File: src/rtl/balance_manager.sv
// -----------------------------------------------------------------------------
// balance_manager
//
// Purpose:
//   Owns the customer balance of the vending machine. It accumulates inserted
//   coins and deducts the cost of items reported by the downstream dispenser.
//   It also runs an inactivity timer. When the timer expires, or when the
//   customer asks for change, it pays the balance back one coin per cycle,
//   always using the largest coin that still fits.
//
// Ports:
//   clk               system clock, rising edge
//   reset             synchronous, active-high reset
//   i_input_coin      one bit per coin type (100, 500, 1000); several may be set
//   i_output_item     item(s) dispensed this cycle, from the dispenser
//   i_item_cost       total cost of i_output_item; zero when nothing dispensed
//   i_trigger_return  customer requests change
//   balance           current balance, registered
//   o_available_item  bit i set when item i is affordable and not returning
//   o_return_coin     one-hot coin ejected this cycle, registered
//   o_busy            high while change is being returned
// -----------------------------------------------------------------------------
module balance_manager #(
  parameter int NUM_ITEMS   = 4,
  parameter int NUM_COINS   = 3,
  parameter int TOTAL_BITS  = 31,
  parameter int WAIT_TIME   = 10,
  parameter int MAX_BALANCE = 100000
) (
  input  logic                  clk,
  input  logic                  reset,
  input  logic [NUM_COINS-1:0]  i_input_coin,
  input  logic [NUM_ITEMS-1:0]  i_output_item,
  input  logic [TOTAL_BITS:0]   i_item_cost,
  input  logic                  i_trigger_return,
  output logic [TOTAL_BITS:0]   balance,
  output logic [NUM_ITEMS-1:0]  o_available_item,
  output logic [NUM_COINS-1:0]  o_return_coin,
  output logic                  o_busy
);

  localparam int BW = TOTAL_BITS + 1;
  localparam int TW = (WAIT_TIME > 0) ? $clog2(WAIT_TIME + 1) : 1;

  localparam logic [BW-1:0] MAX_BAL   = BW'(MAX_BALANCE);
  localparam logic [TW-1:0] WAIT_LOAD = TW'(WAIT_TIME);

  typedef enum logic [1:0] {
    S_IDLE,    // balance is zero
    S_ACTIVE,  // balance is positive and the inactivity timer is running
    S_RETURN   // change is being ejected
  } state_t;

  // Coin values, in ascending order of index.
  function automatic logic [BW-1:0] coin_value(input int idx);
    case (idx)
      0:       return BW'(100);
      1:       return BW'(500);
      2:       return BW'(1000);
      default: return '0;
    endcase
  endfunction

  // Item prices. An unknown index gets an unreachable price, so it is never
  // offered.
  function automatic logic [BW-1:0] item_price(input int idx);
    case (idx)
      0:       return BW'(400);
      1:       return BW'(500);
      2:       return BW'(1000);
      3:       return BW'(2000);
      default: return '1;
    endcase
  endfunction

  // ---------------------------------------------------------------------------
  // Registers
  // ---------------------------------------------------------------------------
  state_t                r_state;
  logic [BW-1:0]         r_balance;
  logic [TW-1:0]         r_timer;
  logic [NUM_COINS-1:0]  r_return_coin;

  // ---------------------------------------------------------------------------
  // Combinational signals
  // ---------------------------------------------------------------------------
  state_t                w_state_nxt;
  logic [BW-1:0]         w_balance_nxt;
  logic [TW-1:0]         w_timer_nxt;
  logic [NUM_COINS-1:0]  w_return_coin_nxt;

  logic [BW-1:0]         w_coin_sum;
  logic                  w_coin_fits;
  logic [BW-1:0]         w_bal_applied;
  logic                  w_event;
  logic [BW-1:0]         w_change_val;
  logic [NUM_COINS-1:0]  w_change_onehot;
  logic [NUM_ITEMS-1:0]  w_available;

  // Total value of the coins inserted this cycle.
  // NOTE: every variable written in an always_comb block gets a default at the
  // top of the block. A path that leaves it unassigned would infer a latch.
  always_comb begin
    w_coin_sum = '0;
    for (int i = 0; i < NUM_COINS; i++) begin
      if (i_input_coin[i]) begin
        w_coin_sum = w_coin_sum + coin_value(i);
      end
    end
  end

  // A batch of coins that would push the balance past the ceiling is refused
  // as a whole. The dispensed cost is still deducted in the same cycle.
  assign w_coin_fits   = (r_balance + w_coin_sum) <= MAX_BAL;
  assign w_bal_applied = r_balance + (w_coin_fits ? w_coin_sum : '0) - i_item_cost;

  // Rejected coins still count as customer activity.
  assign w_event = (|i_input_coin) || (|i_output_item);

  // Largest coin that does not exceed the balance. The coin values are
  // ascending, so the last match in the loop is the largest one.
  always_comb begin
    w_change_val    = '0;
    w_change_onehot = '0;
    for (int i = 0; i < NUM_COINS; i++) begin
      if ((coin_value(i) != '0) && (coin_value(i) <= r_balance)) begin
        w_change_val    = coin_value(i);
        w_change_onehot = '0;
        w_change_onehot[i] = 1'b1;
      end
    end
  end

  // ---------------------------------------------------------------------------
  // Next-state logic
  // ---------------------------------------------------------------------------
  always_comb begin
    w_state_nxt       = r_state;
    w_balance_nxt     = r_balance;
    w_timer_nxt       = r_timer;
    w_return_coin_nxt = '0;

    case (r_state)
      S_IDLE: begin
        // A change request has no effect while the balance is empty.
        w_balance_nxt = w_bal_applied;
        if (w_bal_applied != '0) begin
          w_state_nxt = S_ACTIVE;
          w_timer_nxt = WAIT_LOAD;
        end
      end

      S_ACTIVE: begin
        w_balance_nxt = w_bal_applied;
        if (i_trigger_return) begin
          // This has priority over a timeout and over an emptied balance.
          // Any coins or dispense on this edge are still applied first.
          w_state_nxt = S_RETURN;
          w_timer_nxt = '0;
        end else if (w_bal_applied == '0) begin
          w_state_nxt = S_IDLE;
          w_timer_nxt = '0;
        end else if (w_event) begin
          w_timer_nxt = WAIT_LOAD;
        end else if (r_timer != '0) begin
          w_timer_nxt = r_timer - TW'(1);
        end else begin
          // The timer has already reached zero with no activity, so this is
          // the (WAIT_TIME+1)-th quiet edge.
          w_state_nxt = S_RETURN;
        end
      end

      S_RETURN: begin
        // All customer and dispenser inputs are ignored here.
        if (r_balance != '0) begin
          w_balance_nxt     = r_balance - w_change_val;
          w_return_coin_nxt = w_change_onehot;
        end else begin
          w_state_nxt = S_IDLE;
        end
      end

      default: begin
        w_state_nxt = S_IDLE;
      end
    endcase
  end

  // ---------------------------------------------------------------------------
  // State registers
  // ---------------------------------------------------------------------------
  // NOTE: sequential state uses non-blocking assignments. All registers then
  // update together from their pre-edge values, whatever order they are
  // written in.
  always_ff @(posedge clk) begin
    if (reset) begin
      r_state       <= S_IDLE;
      r_balance     <= '0;
      r_timer       <= '0;
      r_return_coin <= '0;
    end else begin
      r_state       <= w_state_nxt;
      r_balance     <= w_balance_nxt;
      r_timer       <= w_timer_nxt;
      r_return_coin <= w_return_coin_nxt;
    end
  end

  // ---------------------------------------------------------------------------
  // Outputs
  // ---------------------------------------------------------------------------
  always_comb begin
    w_available = '0;
    for (int i = 0; i < NUM_ITEMS; i++) begin
      w_available[i] = (item_price(i) <= r_balance) && (r_state != S_RETURN);
    end
  end

  assign balance          = r_balance;
  assign o_available_item = w_available;
  assign o_return_coin    = r_return_coin;
  assign o_busy           = (r_state == S_RETURN);

endmodule

File: config.mk
export PLATFORM = sky130hd
export DESIGN_NAME = balance_manager
export DESIGN_NICKNAME = d
export VERILOG_FILES = /design/src/rtl/balance_manager.sv
export SDC_FILE = /design/constraint.sdc
export NUM_CORES = 1
export LEC_CHECK = 0
export CORE_UTILIZATION = 45
export CTS_CLUSTER_DIAMETER = 30
export DETAILED_ROUTE_END_ITERATION = 10
export GPL_TIMING_DRIVEN = 0
export PLACE_DENSITY = 0.69
export SLEW_MARGIN = 20
export SYNTH_ARGS = -nofsm -noshare
export SYNTH_HDL_FRONTEND = slang
export SYNTH_SLANG_ARGS = --single-unit
File: constraint.sdc
create_clock -name clk -period 9.9 [get_ports clk]
set_clock_uncertainty 0.15 [all_clocks]
set_input_delay 0.99 -clock clk [delete_from_list [all_inputs] [get_ports clk]]
set_output_delay 0.99 -clock clk [all_outputs]
set_load 0.01 [all_outputs]
Yosys cells after proc, flatten, opt, wreduce, memory -nomap -nowiden
Cells that the tools add are included.
{ "word_totals": {"ff_bits": 41, "latchBits": 0, "mem_bits_rw": 0, "rom_bits": 0, "input_bits": 42, "out_inout_bits": 40, "elab_cells": 78, "n_memories": 0} }
{ "classes": {"add_sub_neg": 7, "multipliers": 0, "n_div": 0, "n_lt_le_gt_ge": 6, "eq_ne": 9, "n_shift": 0, "mux": 27, "bitwise_logic": 2, "reduce_logical": 21} }
{ "ops": {"columns": ["op", "n"], "rows": [
  ["$mux W32", 8],
  ["$add A32 B32 Y32", 4],
  ["$le A9 B32 Y1 const A", 2],
  ["$pmux W32 S2", 1],
  ["$reduce_bool A32 Y1", 2],
  ["$sub A32 B32 Y32", 2],
  ["$le A10 B32 Y1 const A", 1],
  ["$le A11 B32 Y1 const A", 1],
  ["$le A32 B17 Y1 const B", 1],
  ["$le A7 B32 Y1 const A", 1],
  ["$logic_not A32 Y1", 1],
  ["$mux W4", 5],
  ["$mux W7", 2],
  ["$mux W2", 6],
  ["$ne A4 B4 Y1 const B", 2],
  ["$pmux W4 S2", 1],
  ["$reduce_or A4 Y1", 2],
  ["$mux W3", 2],
  ["$ne A2 B2 Y1 const B", 3],
  ["$pmux W2 S3", 1],
  ["$reduce_or A3 Y1", 2],
  ["$ne A5 B5 Y1 const B", 1],
  ["$reduce_or A5 Y1", 1],
  ["$logic_and A1 B1 Y1", 4],
  ["14 further kinds", 16]
]} }

Depth between registers and ports, before layout
Gate-level depths: netlist of run 1.
{ "logic_depth": {"word_depth": 14, "depth_mapped": 31, "mapped_depth_nobuf": 30} }

Worst setup path before layout of run 1
OpenSTA, ideal clock, no wires.
{ "synth_path": {"path_type": "in2reg", "from": "input i_input_coin[2]", "to": "register r_timer[2]", "setup_time_ps": 63, "t_arrival_ps": 7633, "required_time_ps": 9687, "slack_ps": 2054, "path_stages": 29, "path_buffers": 2, "path_cell_list": "clkbuf_1 -> xor2_1 -> inv_1 -> fa_1 -> nor2b_1 -> o21a_1 -> o21ai_0 -> a21o_1 -> o21ai_0 -> and3_1 -> nand2_1 -> mux2_2 -> a211oi_1 -> o2111a_1 -> and2_1 -> fa_1 -> fa_1 -> a211o_1 -> and4_1 -> a2111oi_2 -> nand4_1 -> or4b_1 -> nor4_1 -> and4b_1 -> nand4_1 -> or4_1 -> buf_2 -> mux2_4 -> nor2_2"} }
{ "synth_via": {"elab_chain_cells": 10, "elab_cells_between_ends": 17, "classes_between": "3 x add/sub; 1 x order compare; 2 x eq/ne; 6 x mux; 5 x reduce/logical"} }
{ "synth_rtl": {"columns": ["element", "line_no", "source"], "rows": [
  ["start: declaration", "32", "input logic [NUM_COINS-1:0] i_input_coin,"],
  ["$mux W32", "106", "if (i_input_coin[i]) begin"],
  ["$add A32 B32 Y32", "114", "assign w_coin_fits = (r_balance + w_coin_sum) <= MAX_BAL;"],
  ["$le A32 B17 Y1", "114", null],
  ["$mux W32", "115", "assign w_bal_applied = r_balance + (w_coin_fits ? w_coin_sum : '0) - i_item_cost;"],
  ["$add A32 B32 Y32", "115", null],
  ["$sub A32 B32 Y32", "115", null],
  ["$logic_not A32 Y1", "160", "end else if (w_bal_applied == '0) begin"],
  ["$mux W4", "160", null],
  ["$mux W4", "155", "if (i_trigger_return) begin"],
  ["$pmux W4 S2", "143", "case (r_state)"],
  ["end signal: assignment", "205", "r_timer <= w_timer_nxt;"],
  ["end: declaration", "81", "logic [TW-1:0] r_timer;"]
]} }
Parallel ways exist; a longest one is shown, timed or not.
A chain may end at the register's enable or synchronous reset.

Worst setup path in the final report of run 1
{ "layout_path": {"from": "input i_input_coin[1]", "to": "register r_state[1]"} }
{ "layout_via": {"elab_chain_cells": 12, "elab_cells_between_ends": 19, "classes_between": "4 x add/sub; 1 x order compare; 3 x eq/ne; 6 x mux; 5 x reduce/logical"} }
{ "layout_rtl": {"columns": ["element", "line_no", "source"], "rows": [
  ["$mux W32", "106", null],
  ["$add A32 B32 Y32", "107", "w_coin_sum = w_coin_sum + coin_value(i);"],
  ["$mux W32", "106", null],
  ["$add A32 B32 Y32", "114", null],
  ["$le A32 B17 Y1", "114", null],
  ["$mux W32", "115", null],
  ["$add A32 B32 Y32", "115", null],
  ["$sub A32 B32 Y32", "115", null],
  ["$logic_not A32 Y1", "160", null],
  ["$mux W2", "160", null],
  ["$mux W2", "155", null],
  ["$pmux W2 S3", "143", null],
  ["end signal: assignment", "203", "r_state <= w_state_nxt;"],
  ["end: declaration", "79", "state_t r_state;"]
]} }
Parallel ways exist; a longest one is shown, timed or not.

==> impl_metrics.toml, run 1 <==
[pwr]
irDropWorstVdd_mv = 0.148
switching_share = 0.522
power.total_mw = 2.10
p_leak_nw = 3.20
p_int_mw = 1.00
seqPwrFrac = 0.165
pwr-share-comb = 0.755
p_switching_mw = 1.10
clkPwrFrac = 0.080
power_density_nw_per_um2 = 292

[yosys]
ys_warn_count = 0
synth_nets = 974
netlist_instances = 845
ys_ff_latch = 41
avgSynthCellArea_sq_um = 7.14
synth_seq_area_share = 0.136
synth-edff-count = 0
synth_flop_cell = "dfxtp_1"
synth.distinct_cells = 72
syn_area_sq_um = 6030
async_flop_share = 0

[global_routing]
grtUsageTotal = 0.265
grt_pass1_wl_um = 29800
grt_max_degree = 13
grt_pass1_vias = 5879
overflow = 0
antenna_found_initial = 0

[route]
drc = 0
wl_um = 18500
wire_per_inst_um = 16.7
viasPerCell = 5.90
ant_nets = 0
dr.pass1.iters = 6
drt_iter0_markers = 486
vias = 6516

[sta]
rsz0062_at_grt = "no"
worst_pin_slew_ps = 893
setup_violations = 0
fin_crit_sh = 0.944
max_slew_margin = 0.396
hold_viol = 0
fmax_mhz = 107
drv_slew = 0
fin_ws_ps = 554
min_period_ps = 9350
setup_tns_ps = 0

[clocking]
cts_sinks = 41
clockBufferDepth = 2
clock-root-buffer = "clkbuf_16"
cts_max_level = 2
cts_tree = "built"
clk_pin_slew_ps = 60
numCtsBuffers = 5
cts_hold_buf = 0
worstSkewPairLatency_ps = 290

[cells_and_area]
layout-drive-gt1-share = 0.0333
antennaDiodeCount = 0
synthToLayoutAreaGrowth_pct = 19.4
nets = 1061
num-fill-cells = 1304
layout_commonest_cell = "nor2_1"
most-common-layout-cells = "nor2_1 (86), clkdlybuf4s50_1 (80), nand2_1 (76)"

[floorplan]
die_y_um = 118
start_util = 0.470
io_pins = 82
die_w_um = 118
dieArea_sq_um = 13900
core_area_sq_um = 12800
rows = 41

[run_status]
status = "finished, final reports clean"

[placement]
hpwl_um = 14500
gp_congestion = 0.925
dpl_worst_slack_ps = 240
port_buffers = 80

[min_path]
hp-class = "flip-flop to flip-flop"
worstHoldStart = "r_timer[0]$_SDFFE_PP0P_"

[critical_path]
cp.buffers_inverters = 4
arrival_ps = 9340
critical_path.top_delay_family = "simple AND/OR/NAND/NOR gates"
r2r_start = "balance[3]$_SDFFE_PP0P_"
cp_max_fo = 8
cpPeakStageDelay_ps = 530
critPathRequiredTime_ps = 9890
criticalPathCategory = "primary input to flip-flop"
cp-start-kind = "primary input"
crit_slowest_cell = "or4b_1"
cp-end-kind = "flip-flop"
startpoint = "i_input_coin[1]"

[flow_run]
maxCapViolCount = 0
## state kept, by name (all words and copies together), names as in the netlist
name / count
r_state: 2
r_timer: 4
balance: 32
o_return_coin: 3
## path summary, 6_finish.rpt
| kind | cells after the start | endpoint | slack [ps] |
|---|---|---|---|
| max | 31 | r_state[1]$_SDFFE_PP0P_ | 550 |
| min reg2reg | 2 | r_timer[0]$_SDFFE_PP0P_ | 380 |
| min | 2 | r_timer[0]$_SDFFE_PP0P_ | 380 |
| max reg2reg | 27 | r_state[1]$_SDFFE_PP0P_ | 1610 |
## final cells by class
class	count	area (sq um)	share of cell area
Multi-Input combinational cell	696	4810	0.668
Sequential cell	41	821	0.114
Timing Repair Buffer	80	801	0.111
Inverter	71	267	0.0370
Tap cell	172	215	0.0299
Buffer	37	141	0.0196
Clock buffer	6	139	0.0193
Clock inverter	1	7.51	0.00104
## cells by family (layout without fill, tap and decap cells)
group                      Yosys count  after routing  synth area share
and+or+nand+nor                    306            306             0.251
buffers and inverters              108            195            0.0676
xor gates and xnor gates            39             39            0.0567
muxes                               11             11            0.0197
AOI/OAI and AO/OA                  253            253             0.273
adders and majority gates           87             87             0.195
DFF                                 41             41             0.136
## routing by layer
| metal | GRT usage | part of all wire | wire [um] |
|---|---|---|---|
| met2 | 0.428 | 0.45 | 8320 |
| met4 | 0.0729 | 0.019 | 347 |
| met3 | 0.0339 | 0.074 | 1360 |
| met5 | 0 | 0 | 0 |
| met1 | 0.368 | 0.46 | 8460 |
## stage by stage
step	utilization	cell area [sq um]	hold WS, ps	instances
after floorplan	-	6030	334	845
after global placement	0.549	7050	361	1097
after detailed placement	0.550	7050	372	1097
after CTS	0.561	7200	380	1104
after global routing	0.562	7200	399	1104
final	0.562	7200	383	1104
## cells in the mapped netlist, drive strengths merged, types with 7 or more instances
master	number	area share
nor2	88	0.056
nand2	76	0.047
ha	75	0.16
inv	71	0.044
a21oi	63	0.052
o21ai	59	0.050
dfxtp	41	0.14
clkbuf	32	0.020
nand3	23	0.019
a21o	22	0.027
nor3	21	0.017
xnor2	21	0.031
xor2	18	0.026
a211oi	14	0.018
a31oi	12	0.012
and3	12	0.012
fa	12	0.040
nand4	11	0.011
nor2b	11	0.011
o21a	11	0.014
a21boi	10	0.012
and2	9	0.0093
nor4	9	0.010
o211ai	9	0.012
or3	8	0.0083
mux2i	7	0.012
o22ai	7	0.0073
## worst min-delay path: cells and delay by family, from the launching register on
| kind | cells | cell delay, ps |
|---|---|---|
| AOI/OAI and AO/OA | 1 | 60 |
| and+or+nand+nor | 1 | 80 |
| DFF | 1 | 340 |
## what timing repair did
action	4_1_cts	5_1_grt
resized for setup	0	2
setup endpoints to repair	0	2
buffers inserted	0	0
endpoints found under the hold margin	0	0
## power by group through the flow
| stage | Combinational [mW] | Sequential, mW | Clock (mW) |
|---|---|---|---|
| 6_report | 1.59 | 0.347 | 0.168 |
| 5_1_grt | 1.76 | 0.358 | 0.176 |
| 4_1_cts | 1.57 | 0.346 | 0.168 |
| 3_5_place_dp | 1.55 | 0.348 | 0 |
| 3_3_place_gp | 1.54 | 0.349 | 0 |
| 2_1_floorplan | 1.12 | 0.331 | 0 |
(Power assumes the default switching activity.)
==> inputs of run 2 (changes only) <==
Settings changed: CELL_PAD_IN_SITES_DETAIL_PLACEMENT from default to 1, CELL_PAD_IN_SITES_GLOBAL_PLACEMENT from default to 2, CORE_UTILIZATION 45 to 32, CTS_CLUSTER_DIAMETER 30 to default, PLACE_DENSITY 0.69 to 0.83.
==> run 2 against run 1 <==
Effect of this change: the run now ends with design-rule violations left; final cell count increased by 5.3%; non-clock buffer count stayed put; maximum frequency fell by 0.29%; via count grew 0.37%; sequential power is 2% higher; first-iteration DRC count decreased by 41%; setup slack worse by 27 ps; clock power rose by 20%; wire length is 18% higher; critical path type unchanged.
==> impl_metrics.toml, run 2 (synthesized netlist as in run 1, its figures left out) <==
[sta]
setup_violations = 0
max_slew_margin = 0.307
fmax_mhz = 107
drv_slew = 0
hold_viol = 0
min_period_ps = 9370
fin_crit_sh = 0.947
worst_pin_slew_ps = 1030
rsz0062_at_grt = "no"

[clocking]
cts_sinks = 41
cts_max_level = 2
cts_setup_buffers = 0
clock-root-buffer = "clkbuf_16"
numCtsBuffers = 5
worstSkewPairLatency_ps = 290
cts_tree = "built"
cts_hold_buf = 0
cts_resized = 0
clk_pin_slew_ps = 60
clockBufferDepth = 2

[global_routing]
overflow = 0
grt_max_degree = 14
grt_pass1_wl_um = 34600
grt_pass1_vias = 6458
antenna_found_initial = 0
grtUsageTotal = 0.225

[critical_path]
r2r_start = "balance[3]$_SDFFE_PP0P_"
cp-end-kind = "flip-flop"
criticalPathCategory = "primary input to flip-flop"
cp-start-kind = "primary input"
cp.buffers_inverters = 4
startpoint = "i_input_coin[1]"
critPathRequiredTime_ps = 9890
cp_max_fo = 8
critical_path.top_delay_family = "simple AND/OR/NAND/NOR gates"
cpPeakStageDelay_ps = 530
arrival_ps = 9360
crit_slowest_cell = "or4b_1"

[pwr]
switching_share = 0.525
p_switching_mw = 1.14
p_leak_nw = 3.21
seqPwrFrac = 0.162
p_int_mw = 1.03
clkPwrFrac = 0.093
power_density_nw_per_um2 = 298
pwr-share-comb = 0.745
irDropWorstVdd_mv = 0.0963

[route]
viasPerCell = 5.63
wire_per_inst_um = 18.7
wl_um = 21700
ant_nets = 0
drc = 1
vias = 6540
dr.pass1.iters = 8
drt_iter0_markers = 288

[cells_and_area]
largest_register_ffs = 32
layout-drive-gt1-share = 0.0354
synthToLayoutAreaGrowth_pct = 21.1
seqCellArea_sq_um = 821
final_area_sq_um = 7300
layoutNonFillerInstCount = 1162
multi_input_area_sq_um = 4810
num-fill-cells = 2294
most-common-layout-cells = "nor2_1 (86), clkdlybuf4s50_1 (80), nand2_1 (76)"
layout_commonest_cell = "nor2_1"
nets = 1061
antennaDiodeCount = 0

[placement]
placedCellCount = 1154
dpl_cell_area_sq_um = 7120
gp_congestion = 0.876
port_buffers = 80
hpwl_um = 17600

[min_path]
hp-class = "flip-flop to flip-flop"
worstHoldStart = "r_timer[1]$_SDFFE_PP0P_"

[flow_run]
maxCapViolCount = 0

[floorplan]
io_pins = 82
start_util = 0.331
die_w_um = 139
rows = 49
die_y_um = 139
core_area_sq_um = 18200
dieArea_sq_um = 19400

[run_status]
status = "complete, but fails checks"
failed_checks = "design-rule violations"
run 2: cell types whose count changed in the layout (fill, tap and decap cells not counted), sizes merged:
cell,before,now
bufinv,0,1
run 2: cell type report:
cell class	instances	share of cell area
sequential	41	0.112
buffer	37	0.0194
inverter	71	0.0365
clock inverter	2	0.00514
timing repair buffer	80	0.110
tap	229	0.0392
clock buffer	6	0.0190
multi-input combinational	696	0.659
run 2: power by group through the flow:
stage	Combinational, mW	Sequential, mW	Clock, mW
floorplan	1.12	0.331	0
detailed placement	1.61	0.357	0
CTS	1.62	0.354	0.204
finish	1.62	0.353	0.201
global route	1.81	0.366	0.209
global placement	1.59	0.356	0
run 2: final timing paths:
kind	endpoint	slack (ps)	depth (start not counted)
worst max-delay path	r_state[1]$_SDFFE_PP0P_	530	31
worst min-delay path	r_timer[1]$_SDFFE_PP0P_	380	2
worst max register to register	r_state[1]$_SDFFE_PP0P_	1560	27
worst min register to register	r_timer[1]$_SDFFE_PP0P_	380	2
run 2: worst reg2reg max path, stage by stage, from the launching register on:
cell and delay (ps):
dfxtp_1 540, inv_1 230, fa_1 490, nor2b_1 140, o21a_1 160, o21ai_0 130, a21o_1 250, o21ai_1 390
and3_1 320, nand2_1 90, mux2_2 270, a211oi_1 220, o2111a_2 370, and2_1 190, fa_1 470, fa_1 490
a211o_1 370, and4_1 220, a2111oi_2 330, nand4_1 140, or4b_1 530, nor4_1 260, and4b_1 300, nand4_1 170
or4_1 450, buf_2 190, a211oi_1 240, a211oi_1 80
run 2: metal layers:
layer | vias to the layer above | GRT usage | wire, um
li1 | 3234 | - | -
met1 | 3146 | 0.305 | 10600
met2 | 133 | 0.383 | 10000
met3 | 27 | 0.0210 | 712
met4 | 0 | 0.0550 | 418
met5 | - | 0 | 0
run 2: stage by stage:
| stage | TNS (ps) | setup WS [ps] | power, mW | util | hold slack, ps |
|---|---|---|---|---|---|
| detailed placement | -91.1 | -58.2 | 1.97 | 0.391 | 371 |
| CTS | 0 | 242 | 2.18 | 0.401 | 381 |
| global placement | 0 | 13.6 | 1.95 | 0.391 | 363 |
| global route | 0 | 67.6 | 2.39 | 0.401 | 426 |
| floorplan | 0 | 2050 | 1.45 | - | 334 |
| finish | 0 | 527 | 2.17 | 0.401 | 379 |
